File: src/rtl/cell_plotter_if.sv
// Request/pixel bundle between a glyph source and the cell plotter.
// The plotter's pixel outputs are meant to drive the vga stage directly.
interface cell_plotter_if;
    logic        start;
    logic [7:0]  pos_in;
    logic [31:0] bitmap;
    logic [2:0]  fg;
    logic [2:0]  bg;
    logic        transp;
    logic [7:0]  x;
    logic [6:0]  y;
    logic [7:0]  pos;
    logic [2:0]  colour;
    logic        plot;
    logic        busy;
    logic        done;
    logic        err;

    modport master (
        output start, pos_in, bitmap, fg, bg, transp,
        input  x, y, pos, colour, plot, busy, done, err
    );

    modport slave (
        input  start, pos_in, bitmap, fg, bg, transp,
        output x, y, pos, colour, plot, busy, done, err
    );
endinterface

File: src/rtl/cell_plotter.sv
// Sweeps a 4x8 glyph into one cell position, one registered pixel per clock,
// in row-major order, then pulses done. Out-of-range positions pulse err.
module cell_plotter #(
    parameter int unsigned CELL_W  = 4,
    parameter int unsigned CELL_H  = 8,
    parameter int unsigned MAX_POS = 45
) (
    input logic           clock,
    input logic           reset,
    cell_plotter_if.slave bus
);
    localparam int unsigned NPIX = CELL_W * CELL_H;
    localparam logic [4:0]  LAST = 5'(NPIX - 1);

    typedef enum logic [1:0] {IDLE, DRAW, DONE} state_t;

    state_t      state, state_n;
    logic [4:0]  i, i_n;
    logic [7:0]  pos_l, pos_l_n;
    logic [31:0] bmp_l, bmp_l_n;
    logic [2:0]  fg_l, fg_l_n, bg_l, bg_l_n;
    logic        transp_l, transp_l_n;

    logic [7:0]  x_r, x_n;
    logic [6:0]  y_r, y_n;
    logic [7:0]  pos_r, pos_n;
    logic [2:0]  colour_r, colour_n;
    logic        plot_r, plot_n;
    logic        busy_r, busy_n;
    logic        done_r, done_n;
    logic        err_r, err_n;

    always_ff @(posedge clock or posedge reset) begin
        if (reset) state <= IDLE;
        else       state <= state_n;
    end

    always_comb begin
        state_n    = state;
        i_n        = i;
        pos_l_n    = pos_l;
        bmp_l_n    = bmp_l;
        fg_l_n     = fg_l;
        bg_l_n     = bg_l;
        transp_l_n = transp_l;
        x_n        = x_r;
        y_n        = y_r;
        pos_n      = pos_r;
        colour_n   = colour_r;
        plot_n     = 1'b0;
        done_n     = 1'b0;
        err_n      = 1'b0;
        case (state)
            IDLE: begin
                if (bus.start) begin
                    if (bus.pos_in < 8'(MAX_POS)) begin
                        pos_l_n    = bus.pos_in;
                        bmp_l_n    = bus.bitmap;
                        fg_l_n     = bus.fg;
                        bg_l_n     = bus.bg;
                        transp_l_n = bus.transp;
                        i_n        = '0;
                        state_n    = DRAW;
                    end else begin
                        err_n = 1'b1;
                    end
                end
            end
            DRAW: begin
                x_n      = 8'(32'(i) % CELL_W);
                y_n      = 7'(32'(i) / CELL_W);
                pos_n    = pos_l;
                colour_n = bmp_l[i] ? fg_l : bg_l;
                plot_n   = bmp_l[i] | ~transp_l;
                // Counter parks on the last pixel so it can never wrap into an extra plot.
                if (i == LAST) state_n = DONE;
                else           i_n     = i + 5'd1;
            end
            DONE: begin
                done_n  = 1'b1;
                state_n = IDLE;
            end
            default: state_n = IDLE;
        endcase
        busy_n = (state_n != IDLE);
    end

    always_ff @(posedge clock or posedge reset) begin
        if (reset) begin
            i        <= '0;
            pos_l    <= '0;
            bmp_l    <= '0;
            fg_l     <= '0;
            bg_l     <= '0;
            transp_l <= 1'b0;
            x_r      <= '0;
            y_r      <= '0;
            pos_r    <= '0;
            colour_r <= '0;
            plot_r   <= 1'b0;
            busy_r   <= 1'b0;
            done_r   <= 1'b0;
            err_r    <= 1'b0;
        end else begin
            i        <= i_n;
            pos_l    <= pos_l_n;
            bmp_l    <= bmp_l_n;
            fg_l     <= fg_l_n;
            bg_l     <= bg_l_n;
            transp_l <= transp_l_n;
            x_r      <= x_n;
            y_r      <= y_n;
            pos_r    <= pos_n;
            colour_r <= colour_n;
            plot_r   <= plot_n;
            busy_r   <= busy_n;
            done_r   <= done_n;
            err_r    <= err_n;
        end
    end

    assign bus.x      = x_r;
    assign bus.y      = y_r;
    assign bus.pos    = pos_r;
    assign bus.colour = colour_r;
    assign bus.plot   = plot_r;
    assign bus.busy   = busy_r;
    assign bus.done   = done_r;
    assign bus.err    = err_r;
endmodule

File: src/flat_wrapper.sv
// flat-port wrapper written by rule: the top's interface ports become plain ports
module cell_plotter_flat 
#(
    parameter int unsigned CELL_W  = 4,
    parameter int unsigned CELL_H  = 8,
    parameter int unsigned MAX_POS = 45
)
  (clock, reset, bus_start, bus_pos_in, bus_bitmap, bus_fg, bus_bg, bus_transp, bus_x, bus_y, bus_pos, bus_colour, bus_plot, bus_busy, bus_done, bus_err);
  cell_plotter_if bus_i ();
  input logic clock;
  input logic reset;
  input wire logic [$bits(bus_i.start)-1:0] bus_start;
  input wire logic [$bits(bus_i.pos_in)-1:0] bus_pos_in;
  input wire logic [$bits(bus_i.bitmap)-1:0] bus_bitmap;
  input wire logic [$bits(bus_i.fg)-1:0] bus_fg;
  input wire logic [$bits(bus_i.bg)-1:0] bus_bg;
  input wire logic [$bits(bus_i.transp)-1:0] bus_transp;
  output wire logic [$bits(bus_i.x)-1:0] bus_x;
  output wire logic [$bits(bus_i.y)-1:0] bus_y;
  output wire logic [$bits(bus_i.pos)-1:0] bus_pos;
  output wire logic [$bits(bus_i.colour)-1:0] bus_colour;
  output wire logic [$bits(bus_i.plot)-1:0] bus_plot;
  output wire logic [$bits(bus_i.busy)-1:0] bus_busy;
  output wire logic [$bits(bus_i.done)-1:0] bus_done;
  output wire logic [$bits(bus_i.err)-1:0] bus_err;
  assign bus_i.start = bus_start;
  assign bus_i.pos_in = bus_pos_in;
  assign bus_i.bitmap = bus_bitmap;
  assign bus_i.fg = bus_fg;
  assign bus_i.bg = bus_bg;
  assign bus_i.transp = bus_transp;
  assign bus_x = bus_i.x;
  assign bus_y = bus_i.y;
  assign bus_pos = bus_i.pos;
  assign bus_colour = bus_i.colour;
  assign bus_plot = bus_i.plot;
  assign bus_busy = bus_i.busy;
  assign bus_done = bus_i.done;
  assign bus_err = bus_i.err;
  cell_plotter #(.CELL_W(CELL_W), .CELL_H(CELL_H), .MAX_POS(MAX_POS)) u_core (.clock(clock), .reset(reset), .bus(bus_i));
endmodule
File: config.mk
export PLATFORM = sky130hd
export DESIGN_NAME = cell_plotter_flat
export DESIGN_NICKNAME = d
export VERILOG_FILES = /design/src/rtl/cell_plotter_if.sv /design/src/rtl/cell_plotter.sv /design/src/flat_wrapper.sv
export SDC_FILE = /design/constraint.sdc
export NUM_CORES = 1
export LEC_CHECK = 0
export CAP_MARGIN = 20
export CORE_UTILIZATION = 25
export DETAILED_ROUTE_END_ITERATION = 10
export SETUP_SLACK_MARGIN = 0.02
export SKIP_CTS_REPAIR_TIMING = 1
export SYNTH_ARGS = -nofsm -noshare
export SYNTH_HDL_FRONTEND = slang
export SYNTH_SLANG_ARGS = --single-unit
export TNS_END_PERCENT = 1
File: constraint.sdc
create_clock -name clock -period 5.3 [get_ports clock]
set_clock_uncertainty 0.05 [all_clocks]
set_input_delay 1.59 -clock clock [delete_from_list [all_inputs] [get_ports clock]]
set_output_delay 1.59 -clock clock [all_outputs]
set_load 0.05 [all_outputs]
# After elaboration in Yosys (flattened, before gate mapping)

Cells that the tools add are included.

Add/sub/neg operators: 1
$mul: 0
Div/mod/pow operators: 0
$lt $le $gt $ge: 2
Equality and inequality tests: 6
Shift-type cells: 0
Muxes and demuxes: 16
Bitwise logic cells: 2
Reduce and logical (&&, ||, !) cells: 5

Operators with widths:

| cell                                                        | number |
|---|---|
| two-way mux 5 bit                                           | 3 |
| one-hot mux 5 bit (2 select lines)                          | 1 |
| less-than comparator 8 x 6 -> 1 bit (second input constant) | 1 |
| less-than comparator 5 x 6 -> 1 bit (second input constant) | 1 |
| two-way mux 1 bit                                           | 6 |
| two-way mux 2 bit                                           | 3 |
| adder 5 x 1 -> 5 bit (second input constant)                | 1 |
| binary-select mux 1 bit (select 5 bit)                      | 1 |
| equality test 5 bit (second input constant)                 | 1 |
| inequality test 2 bit (second input constant)               | 2 |
| one-hot mux 2 bit (2 select lines)                          | 1 |
| AND reduction 4 bit                                         | 1 |
| nonzero test 2 bit                                          | 2 |
| two-way mux 3 bit                                           | 1 |
| AND reduction 3 bit                                         | 1 |
| equality test 2 x 1 -> 1 bit (second input constant)        | 1 |
| equality test 2 bit (second input constant)                 | 1 |
| zero test 2 bit                                             | 1 |
| inequality test 2 x 1 -> 1 bit (second input constant)      | 1 |
| NOT 1 bit                                                   | 1 |
| bitwise OR 1 bit                                            | 1 |

Register bits after elaboration: 74
Bits in latches: 0
RAM bits: 0
Bits in read-only memories: 0
Input bits: 50
Memories kept: 0

# Logic depth before layout (Yosys ltp)

Depth in word-level cells: 5
Depth in mapped cells: 7
Gate-level depth less buffers: 7

# Least setup slack after synthesis

Ideal clock, no wire load.

Path kind: input to register
Start: input port bus_pos_in[0]
End: register u_core.bg_l[0]
Library setup time: 125 ps
Data arrival time: 2784 ps
Required time: 5125 ps
Slack: 2342 ps
Cell stages on the path: 5
Cell sequence: o211a_1 > o21ai_0 > nand4_1 > buf_2 > mux2_2

Longest elaborated chain between the ends: 2

Ends and longest elaborated chain:

| what                                | RTL line            | source |
|---|---|---|
| from (decl)                         | flat_wrapper.sv:13  | `input wire logic [$bits(bus_i.pos_in)-1:0] bus_pos_in;` |
| less-than comparator 8 x 6 -> 1 bit | cell_plotter.sv:56  | `if (bus.pos_in < 8'(MAX_POS)) begin` |
| AND reduction 3 bit (no line)       | -                   |  |
| to (signal assigned)                | cell_plotter.sv:109 | `bg_l <= bg_l_n;` |
| to (decl)                           | cell_plotter.sv:21  | `logic [2:0] fg_l, fg_l_n, bg_l, bg_l_n;` |

No other way between the ends.
A chain may end at the register's enable or synchronous reset.

# Worst setup path in the final report

Start: input port bus_pos_in[0]
End: register u_core.bmp_l[7]

Longest elaborated chain between the ends: 2

Ends and longest elaborated chain:

| what                                | RTL line            | source |
|---|---|---|
| less-than comparator 8 x 6 -> 1 bit | cell_plotter.sv:56  |  |
| AND reduction 3 bit (no line)       | -                   |  |
| to (signal assigned)                | cell_plotter.sv:107 | `bmp_l <= bmp_l_n;` |
| to (decl)                           | cell_plotter.sv:20  | `logic [31:0] bmp_l, bmp_l_n;` |

No other way between the ends.

==> results.md <==
- Via-to-Cell Ratio: 4.18
- CP Capture Type: register
- FP Rows: 41
- DRT Wirelength: ~7000 um
- Antenna violations before repair: 0
- Pin count of the biggest net entering global routing: 48
- Slew Limit Headroom: 0.405
- CTS Sinks: between 70 and 80
- Synthesis Warnings: 0
- Register area share after synthesis: 0.565
- Gr ovfl total: 0
- Crit path launch type: input pin
- Total CTS buffers: 9
- DP Area: roughly 4100 um2
- Final setup vio count: 0
- Layout fillers: ~1,300
- N_diodes: 0
- DRT antenna net count: 0
- Top cell type's share of synthesized area: 0.565
- PortBufs: ~70
- MaxCap Viol Count: 0
- RSZ-0062 raised after global routing: no
- Clock transition at path regs: 0.06 ns
- Placed insts: roughly 490
- First DRT Iteration DRCs: 71
- Die width: 117 um
- Setup tns final: 0 ns
- Post-Syn Instances: 260
- Critical path data arrival time: 3.34 ns
- CTS H-tree lvls: 3
- Placer Congestion: just under 0.7
- Nets@finish: 380
- Hold WC Path Type: reg2reg
- Area delta synth->final: 35.8%
- Total track usage: 0.112
- Final HPWL DP: 4720 um
- Worst skew pair latency: 0.32 ns
- Fmax: 314 MHz
- Leak: 1.99 nW
- Max Fanout on Critical Path: 40
- Syn_area_per_cell: 12.6 um2
- Initial Util: 0.258
- Post-synth cell types: 36
- Routed vias: 2,102
- Crit share post-route: 0.602
- Worst setup margin: approximately 2.1 ns
- Fin. max-slew vios: 0
- Dpl ws: 1.77 ns
- Ys flop type: dfrtp_1
- Synth Register Bits: 74
- Async SR Flop Fraction: 1.00
- Min cycle time layout: 3.19 ns
- First-pass GRT wire length: 11,300 um
- Reg area: ~1900 um2
- Core area: 12,700 um2
- Synth Cell Area: 3280 um2
- Tot Pwr: 2.77 mW
- CTS tree: built
- Synth area leader: dfrtp_1
- Die H: 117 um
- Worst Max-Slew Pin Slew: 0.889 ns
- Non-Filler Instances: 503
- Fraction of layout cells with a size suffix above 1: 0.224
- Deepest clock path buffer count: 2
- Status: complete, no violations
- Cell area after layout: between 4000 and 5000 um2
- Fin util: 0.350
- Num ports: 80
- Worst endpoint required time: 5.46 ns
- Vias in the first global route: 2,262
- WHS: 0.397 ns
- Clk root buf: clkbuf_16
- R2r setup slk: 2.83 ns
- Die area: 13,600 um2
- Synth top area cells: dfrtp_1 (56%), mux2_2 (16%), nand2_1 (6.3%)
- WS Path Type: in2reg
- DRC errors left: 0
- Maximum VDD drop: 0.000214 V
- Post-synth EDFFs: 0
- Power per cell area: 623 nW/um2
- First-pass DRT Iterations: 4
- Multi-input gate area in the final layout: 1310 um2
- Final Hold Viols: 0
- Avg WL per Cell: 13.6 um
## final timing paths
kind                                             start  depth (start not counted)                           end
hold reg to reg            u_core.transp_l$_DFFE_PP0P_                          1     u_core.bus.plot$_DFF_PP0_
hold / removal             u_core.transp_l$_DFFE_PP0P_                          1     u_core.bus.plot$_DFF_PP0_
setup / recovery                         bus_pos_in[0]                          6   u_core.bmp_l[7]$_DFFE_PP0P_
max in group asynchronous                        reset                          3  u_core.bmp_l[26]$_DFFE_PP0P_
setup reg to reg               u_core.i[0]$_DFFE_PP0P_                          5     u_core.bus.plot$_DFF_PP0_
min in group asynchronous                        reset                          2   u_core.bmp_l[1]$_DFFE_PP0P_
## area by class of cell
cell class / instances / area share
repair buffers: 72 / 0.160
well taps: 172 / 0.0483
multi-input cells: 170 / 0.295
clock buffers: 9 / 0.0506
clock inverters: 5 / 0.0289
inverters: 1 / 0.00112
flip-flops and latches: 74 / 0.416
## worst max-delay path, cell delays in order
cell             delay [ns]
clkdlybuf4s50_1        0.49
o211a_1                0.16
o21ai_0                0.09
nand4_1                0.13
buf_4                  0.45
mux2_2                 0.40
## cells in the final DEF (no fill, tap or decap), types with 4 or more instances in the layout
| cell | instances |
|---|---|
| mux2i_1 | 4 |
| mux4_1 | 4 |
| clkbuf_16 | 9 |
| bufinv_16 | 4 |
| conb_1 | 10 |
| clkdlybuf4s50_1 | 69 |
| nand2_1 | 55 |
| nor2_1 | 4 |
| mux2_2 | 47 |
| and2_1 | 5 |
| dfrtp_1 | 74 |
## flip-flops by register name (all words and copies together) (netlist names), 2 cells and up
name,flops
u_core.i,5
u_core.bus.y,3
u_core.bus.pos,8
u_core.bmp_l,32
u_core.pos_l,8
u_core.bus.x,2
u_core.bg_l,3
u_core.bus.colour,3
u_core.fg_l,3
u_core.state,2
## synthesized netlist by cell type (2+ instances only)
cell / instances
a21oi_1: 2
and2_1: 5
buf_2: 5
buf_4: 11
clkbuf_1: 6
dfrtp_1: 74
ha_1: 2
mux2_2: 47
mux2i_1: 4
mux4_1: 4
nand2_1: 55
nand2b_1: 3
nand3_1: 3
nand4_1: 2
nor2_1: 4
nor2b_1: 3
o211a_1: 2
o211ai_1: 3
o211ai_2: 3
o21ai_0: 3
o22ai_1: 2
or3b_1: 2
xnor2_1: 2
## layer usage
| metal | wire length [um] | GRT usage | vias to the layer above | part of all wire |
|---|---|---|---|---|
| met2 | 3450 | 0.194 | 56 | 0.51 |
| met3 | 278 | 0.0306 | 8 | 0.041 |
| met1 | 3010 | 0.132 | 1028 | 0.44 |
| li1 | - | - | 1010 | - |
| met4 | 84 | 0.0410 | 0 | 0.012 |
| met5 | 0 | 0 | - | 0 |
## power by group
part,switching (mW),internal [mW]
registers,0.189,0.824
logic,0.543,0.487
clock network,0.226,0.503
## cells by family after synthesis
group	count (synthesis)	synth area share
AND/OR/NAND/NOR	83	0.121
buffers and inverters	25	0.0454
AO/OA/AOI/OAI	17	0.0420
XOR/XNOR	2	0.00534
multiplexers	56	0.213
flip-flops	74	0.565
adder cells (fa/ha/maj)	2	0.00763
other	1	0.00114
(Power assumes the default switching activity.)
